File: src/rtl/matrix_pkg.sv
// Shared HUB75 matrix definitions: panel geometry, pixel word layout and the
// frame sender's FSM encoding.
package matrix_pkg;

  localparam int PANEL_WIDTH  = 64;
  localparam int PANEL_HEIGHT = 32;
  localparam int PIXEL_BITS   = 16;

  typedef struct packed {
    logic [3:0] r;
    logic [3:0] g;
    logic [3:0] b;
    logic [3:0] pad;
  } pixel_t;

  typedef enum logic [2:0] {
    S_IDLE,
    S_FETCH,
    S_LOAD,
    S_LOW,
    S_HIGH,
    S_DONE
  } sender_state_e;

endpackage

File: src/rtl/spi_shift_out.sv
// Serialises one pixel word MSB-first: owns the shift register, the bit counter
// and the half-period divider that paces spi_clk.
module spi_shift_out
  import matrix_pkg::*;
#(
  parameter int W           = PIXEL_BITS,
  parameter int HALF_PERIOD = 1
) (
  input  logic         clk,
  input  logic         n_reset,
  input  logic         load,
  input  logic         en,
  input  logic [W-1:0] data,
  output logic         spi_clk,
  output logic         spi_mosi,
  output logic         phase_end,
  output logic         word_done
);

  localparam int DIV_W = (HALF_PERIOD > 1) ? $clog2(HALF_PERIOD) : 1;
  localparam int CNT_W = $clog2(W);

  logic [W-1:0]     shreg;
  logic [CNT_W-1:0] bit_cnt;
  logic [DIV_W-1:0] div;

  // mosi is the shift register's top flop, so it only moves on the falling edge
  assign spi_mosi  = shreg[W-1];
  assign phase_end = en && (div == DIV_W'(HALF_PERIOD - 1));
  assign word_done = phase_end && spi_clk && (bit_cnt == '0);

  always_ff @(posedge clk) begin
    if (!n_reset) begin
      shreg   <= '0;
      bit_cnt <= '0;
      div     <= '0;
      spi_clk <= 1'b0;
    end else if (load) begin
      shreg   <= data;
      bit_cnt <= CNT_W'(W - 1);
      div     <= '0;
      spi_clk <= 1'b0;
    end else if (en) begin
      if (phase_end) begin
        div <= '0;
        if (!spi_clk) begin
          spi_clk <= 1'b1;
        end else begin
          spi_clk <= 1'b0;
          if (bit_cnt != '0) begin
            shreg   <= {shreg[W-2:0], 1'b0};
            bit_cnt <= bit_cnt - 1'b1;
          end
        end
      end else begin
        div <= div + 1'b1;
      end
    end
  end

endmodule

File: src/rtl/spi_frame_sender.sv
// Streams a whole frame from a synchronous-read frame RAM out over SPI,
// pixel by pixel in raster order, into the HUB75 controller's serial input.
module spi_frame_sender
  import matrix_pkg::*;
#(
  parameter int WIDTH       = PANEL_WIDTH,
  parameter int HEIGHT      = PANEL_HEIGHT,
  parameter int PIXEL_BITS  = matrix_pkg::PIXEL_BITS,
  parameter int HALF_PERIOD = 1,
  parameter int ADDR_W      = $clog2(WIDTH * HEIGHT)
) (
  input  logic                  clk,
  input  logic                  n_reset,
  input  logic                  start,
  output logic                  busy,
  output logic                  frame_done,
  output logic                  mem_rd,
  output logic [ADDR_W-1:0]     mem_addr,
  input  logic [PIXEL_BITS-1:0] mem_data,
  output logic                  spi_clk,
  output logic                  spi_mosi
);

  localparam logic [ADDR_W-1:0] LAST_PIX = ADDR_W'(WIDTH * HEIGHT - 1);

  sender_state_e     state, next_state;
  logic [ADDR_W-1:0] pix_cnt, pix_nxt;
  logic              phase_end, word_done;

  always_comb begin
    next_state = state;
    pix_nxt    = pix_cnt;
    case (state)
      S_IDLE: begin
        if (start) begin
          next_state = S_FETCH;
          pix_nxt    = '0;
        end
      end
      S_FETCH: next_state = S_LOAD;
      S_LOAD:  next_state = S_LOW;
      S_LOW:   if (phase_end) next_state = S_HIGH;
      S_HIGH: begin
        if (word_done) begin
          if (pix_cnt == LAST_PIX) begin
            next_state = S_DONE;
          end else begin
            next_state = S_FETCH;
            pix_nxt    = pix_cnt + 1'b1;
          end
        end else if (phase_end) begin
          next_state = S_LOW;
        end
      end
      S_DONE:  next_state = S_IDLE;
      default: next_state = S_IDLE;
    endcase
  end

  // Outputs are decoded from next_state so each one comes straight off a flop.
  always_ff @(posedge clk) begin
    if (!n_reset) begin
      state      <= S_IDLE;
      pix_cnt    <= '0;
      busy       <= 1'b0;
      frame_done <= 1'b0;
      mem_rd     <= 1'b0;
      mem_addr   <= '0;
    end else begin
      state      <= next_state;
      pix_cnt    <= pix_nxt;
      busy       <= next_state inside {S_FETCH, S_LOAD, S_LOW, S_HIGH};
      frame_done <= (next_state == S_DONE);
      mem_rd     <= (next_state == S_FETCH);
      if (next_state == S_FETCH) mem_addr <= pix_nxt;
    end
  end

  spi_shift_out #(
    .W           (PIXEL_BITS),
    .HALF_PERIOD (HALF_PERIOD)
  ) u_shift (
    .clk       (clk),
    .n_reset   (n_reset),
    .load      (state == S_LOAD),
    .en        (state inside {S_LOW, S_HIGH}),
    .data      (mem_data),
    .spi_clk   (spi_clk),
    .spi_mosi  (spi_mosi),
    .phase_end (phase_end),
    .word_done (word_done)
  );

endmodule

File: config.mk
export PLATFORM = sky130hd
export DESIGN_NAME = spi_frame_sender
export DESIGN_NICKNAME = d
export VERILOG_FILES = /design/src/rtl/matrix_pkg.sv /design/src/rtl/spi_shift_out.sv /design/src/rtl/spi_frame_sender.sv
export SDC_FILE = /design/constraint.sdc
export NUM_CORES = 1
export LEC_CHECK = 0
export BUFFER_PORTS_ARGS = -buffer_cell sky130_fd_sc_hd__buf_2
export CORE_AREA = 5 5 71 73
export DETAILED_ROUTE_END_ITERATION = 6
export DIE_AREA = 0 0 76 78
export PLACE_DENSITY = 0.87
export SYNTH_ARGS = -nofsm -noshare
export SYNTH_HDL_FRONTEND = slang
export SYNTH_SLANG_ARGS = --single-unit
File: constraint.sdc
create_clock -name clk -period 2.4 [get_ports clk]
set_input_delay 0.24 -clock clk [delete_from_list [all_inputs] [get_ports clk]]
set_output_delay 0.24 -clock clk [all_outputs]
set_load 0.005 [all_outputs]
# After elaboration in Yosys (flattened, before gate mapping)
# Index checks and enable logic that the tools add are counted.
# classes
n_bitwise	2
n_div	0
n_addsub	3
shifts	0
eq_ne	10
magnitude_cmp	0
multipliers	0
mux	22
reduce_logical	15
# ops
op	n
two-way mux 16 bit	5
two-way mux 11 bit	3
case mux 11 bit (2 select lines)	1
two-way mux 4 bit	5
two-way mux 3 bit	5
case mux 3 bit (5 select lines)	1
equality test 3 x 2 -> 1 bit, second input constant	4
adder 11 x 1 -> 11 bit, second input constant	1
equality test 11 bit, second input constant	1
nonzero test 2 bit	5
equality test 3 bit, second input constant	3
nonzero test 4 bit	2
equality test 3 x 1 -> 1 bit, second input constant	2
zero test 4 bit	1
AND reduction 4 bit	1
subtractor 4 x 1 -> 4 bit, second input constant	1
logical AND 1 bit	3
zero test 3 bit	1
two-way mux 1 bit	2
NOT 1 bit	2
AND reduction 2 bit	1
OR reduction 2 bit	1
adder 1 bit, second input constant	1
# totals
memories	0
mem_bits_rw	0
output_inout_bits	16
regBits	50
wordCells	62
in_bits	19
mem_bits_ro	0
latch_bits	0

# Depth between registers and ports, before layout
# depth
word_depth	9
depth_mapped	9
ltp_nobuf	7

# Modules after synthesis
# Synthesis repeated with hierarchy kept, for this count alone.
# hier_totals
hier_cells	291
hier_area_um2	2596.2
# by_module_without_submodules
module	seq_area_each_um2	area_each_um2	instances	cells_per_inst
spi_frame_sender	560.5	1477.7	1	168
spi_shift_out	440.4	1118.6	1	123

# Worst setup path before layout
# Ideal clock, no wire load.
# synth_timing
path_type	register to register
startpoint	register pix_cnt[0]
endpoint	register mem_addr[9]
period_less_slack_ns	2.157
path_stages_with_launch	8
setup_ns	0.121
path_buffers	2
t_arrival_ns	2.036
required_time_ns	2.279
slack_ns	0.243
path_cell_list	dfxtp_1 > ha_1 > nand3_2 > or4_1 > buf_2 > a21boi_0 > buf_2 > mux2_2
# synth_via
elab_chain_len	5
elab_cells_between_ends	9
classes_between	1 x add/sub; 2 x eq/ne; 6 x mux
# synth_lines
item	line	source
from (decl)	spi_frame_sender.sv:27	logic [ADDR_W-1:0] pix_cnt, pix_nxt;
from (signal assigned)	spi_frame_sender.sv:71	pix_cnt <= pix_nxt;
parallel branches: the longest is 5 deep, another holds adder 11 x 1 -> 11 bit	n/a	
to (signal assigned)	spi_frame_sender.sv:75	if (next_state == S_FETCH) mem_addr <= pix_nxt;
to (decl)	spi_frame_sender.sv:18	output logic [ADDR_W-1:0] mem_addr,
# Parallel ways; which one is timed is not known.
# A chain may end at the register's enable or synchronous reset.

# Worst setup path after layout
# layout_timing
startpoint	register pix_cnt[1]
endpoint	register mem_addr[5]
# Same word-level chain as after synthesis.

==> results by group <==
Status
  – Status: finished with violations
  – Failing checks: design-rule violations

Clock network
  – Clock buffer depth: 2
  – TritonCTS clock tree: yes
  – Cts hold-fix bufs: 0
  – CTS sink count: 50
  – Clock slew at reported path FFs: around 0.09 ns
  – Post-CTS Setup Bufs: 0
  – Root Buffer: clkbuf_8
  – Skew-Pair Late Insertion Delay: 0.31 ns
  – Post-CTS Resized: 0
  – TritonCTS Buffers: 5
  – H-tree levels: 2

Floorplanning
  – Die width: ~76 um
  – Core area: ~4300 um^2
  – I/O Pins: 35
  – Die area: 5928 um^2
  – Chip Height: about 80 um
  – Row count: 24
  – Initial Utilization: between 50 and 60%

Synthesis
  – Flops & latches, synth: 50
  – Synth area leaders: dfxtp_1, a222oi_1, nand2_1
  – Most common cell in the netlist: dfxtp_1
  – Synth top cells by count: dfxtp_1, nand2_1, nor2_1
  – Distinct cell type count after synthesis: between 50 and 60
  – Asr flop ratio synth: 0%
  – Primary FF master, synth: dfxtp_1
  – Mapped Cells: roughly 260
  – Area share of the largest cell type after synthesis: between 40 and 50%
  – Post-synth top area cell: dfxtp_1
  – Mapped cell area: 2332 um^2
  – Ys Warns: 0
  – Synth Net Count: 285
  – Sequential share of the synthesized area: 42.92%
  – Post-synth EDFFs: 0
  – Avg Cell Area, Syn: approximately 8.9 um^2

Layout
  – Ant. Diodes: 0
  – Layout Nets: 313
  – Final core utilization: just over 60%
  – Area of the multi-input gates: between 1000 and 1500 um^2
  – Area added between synthesis and finish: 12.29%
  – Fillers: roughly 380
  – Register area: between 1000 and 1500 um^2
  – Share of cells above drive strength 1: 20.21%

Routing
  – Total routed wirelength: just under 5000 um
  – Vias/cell: 5.977
  – First DRT Iteration DRCs: 226
  – TritonRoute pass-1 iters: 7
  – # DRC: 2
  – DRT antenna net count: 0
  – Vias: 2056
  – Drt wl/cell: 14.45 um

Hold path
  – HP Class: input pin to flip-flop

Global route
  – First-pass GRT wire length: 8335 um
  – Initial antenna violation count: 0
  – Vias in the first global route: about 1900
  – All-layer global routing usage: around 17%
  – Largest net degree at the start of global routing: 26
  – Total gr overflow: 0

Power
  – VDD IR max: ~460 uV
  – LEAKAGE: 1.058 nW
  – Final Power: about 0.0017 W
  – PD cells: between 600 and 700 nW/um^2

STA
  – Fin Setup TNS: 0 ns
  – RSZ-0062 raised after global routing: no
  – Worst slew pin tran: just over 0.7 ns
  – Worst clock skew: about 0.0076 ns
  – Fin crit period: between 2 and 2.5 ns
  – Part of the cycle the worst path needs: between 90% and 100%
  – Final setup vio count: 0
  – Worst slew margin: 51.47%
  – Max Freq: around 460 MHz
  – Final Hold Viols: 0
  – Final Max Slew Viols: 0

Setup path
  – Arrival @ worst endpoint: 2.40 ns
  – CP max FO: 8
  – Worst Setup End Kind: flip-flop
  – Worst setup SP type: flip-flop
  – Reg-to-reg setup timing slack: 0.21 ns
  – CP Data Required Time: about 2.6 ns
  – Crit Path Category: flip-flop to flip-flop

Flow run
  – Max Cap Viol: 0

Place
  – Post-DP HPWL: around 3500 um
  – Buffers on Ports: 34
  – GP Congestion: 0.8873
==> routing by layer <==
| metal | vias up | GRT usage (%) | share of wire (%) |
|---|---|---|---|
| li1 | 1017 | - | - |
| met1 | 960 | 20.71 | 44 |
| met2 | 74 | 27.40 | 48 |
| met3 | 5 | 4.282 | 6.2 |
| met4 | 0 | 7.829 | 1.0 |
| met5 | - | 0 | 0 |
==> path summary, 6_finish.rpt <==
check,start,depth (start not counted),end
setup / recovery,pix_cnt[1],6,mem_addr[5]
setup reg to reg,pix_cnt[1],6,mem_addr[5]
hold reg to reg,u_shift.shreg[15],2,u_shift.shreg[15]
hold / removal,mem_data[6],3,u_shift.shreg[6]
==> flip-flops by register name, summed over array words and instances (netlist names), 3 cells and up <==
signal	count
state	3
u_shift.bit_cnt	4
mem_addr	11
u_shift.shreg	16
pix_cnt	11
==> area by class of cell <==
type	instances	area share [%]
sequential	50	38.22
clock inverter	3	1.672
multi-input combinational	188	46.06
inverter	7	1.003
tap	52	2.484
clock buffer	5	2.628
timing repair buffer	39	7.931
==> report_power, final <==
group	switching, W	internal, W	total [W]
sequential	0.0000304	0.000867	0.000897
combinational	0.000129	0.0000937	0.000223
clock	0.000288	0.000312	0.000600
==> per-stage QoR <==
step	worst slack [ns]	area, um^2	hold slack, ns	std cells
finish	0.2127	2619	0.1609	344
global route	0.06559	2619	0.1669	344
CTS	0.2255	2619	0.1541	344
detailed placement	0.2463	2506	0.4507	336
global placement	0.3117	2506	0.4368	336
floorplan	0.2430	2332	0.3720	263
==> cells by family after synthesis <==
family / count (synthesis) / synth area share, %
AND/OR/NAND/NOR: 112 / 24.57
AO/OA/AOI/OAI: 64 / 21.73
flip-flops: 50 / 42.92
buffers and inverters: 25 / 5.365
multiplexers: 6 / 2.682
XOR/XNOR: 3 / 1.127
adder cells (fa/ha/maj): 3 / 1.610
==> cells in the final DEF (no fill, tap or decap), drive strengths merged, types with 2 or more instances in the layout <==
cell / instances
o21ai: 10
o2111a: 2
o22ai: 2
nand3b: 2
a211oi: 3
nand2: 30
a21boi: 2
o31ai: 2
nand3: 10
o21a: 6
a31oi: 2
inv: 8
or3b: 2
buf: 39
mux2: 2
mux2i: 4
dfxtp: 50
a22oi: 3
ha: 3
or2: 2
a21oi: 8
and3: 6
nor2: 30
nor2b: 5
a222oi: 12
xor2: 2
or3: 2
clkbuf: 5
and2: 7
o211ai: 2
nor3: 6
o211a: 2
==> critical path, cell delays in order, from the launching register on <==
cell and delay, ns:
dfxtp_1 0.40, ha_1 0.23, nand3_2 0.15, or4_1 0.54
and2_1 0.29, and3_1 0.21, o31a_1 0.28
Power figures use the tool's default switching activity.
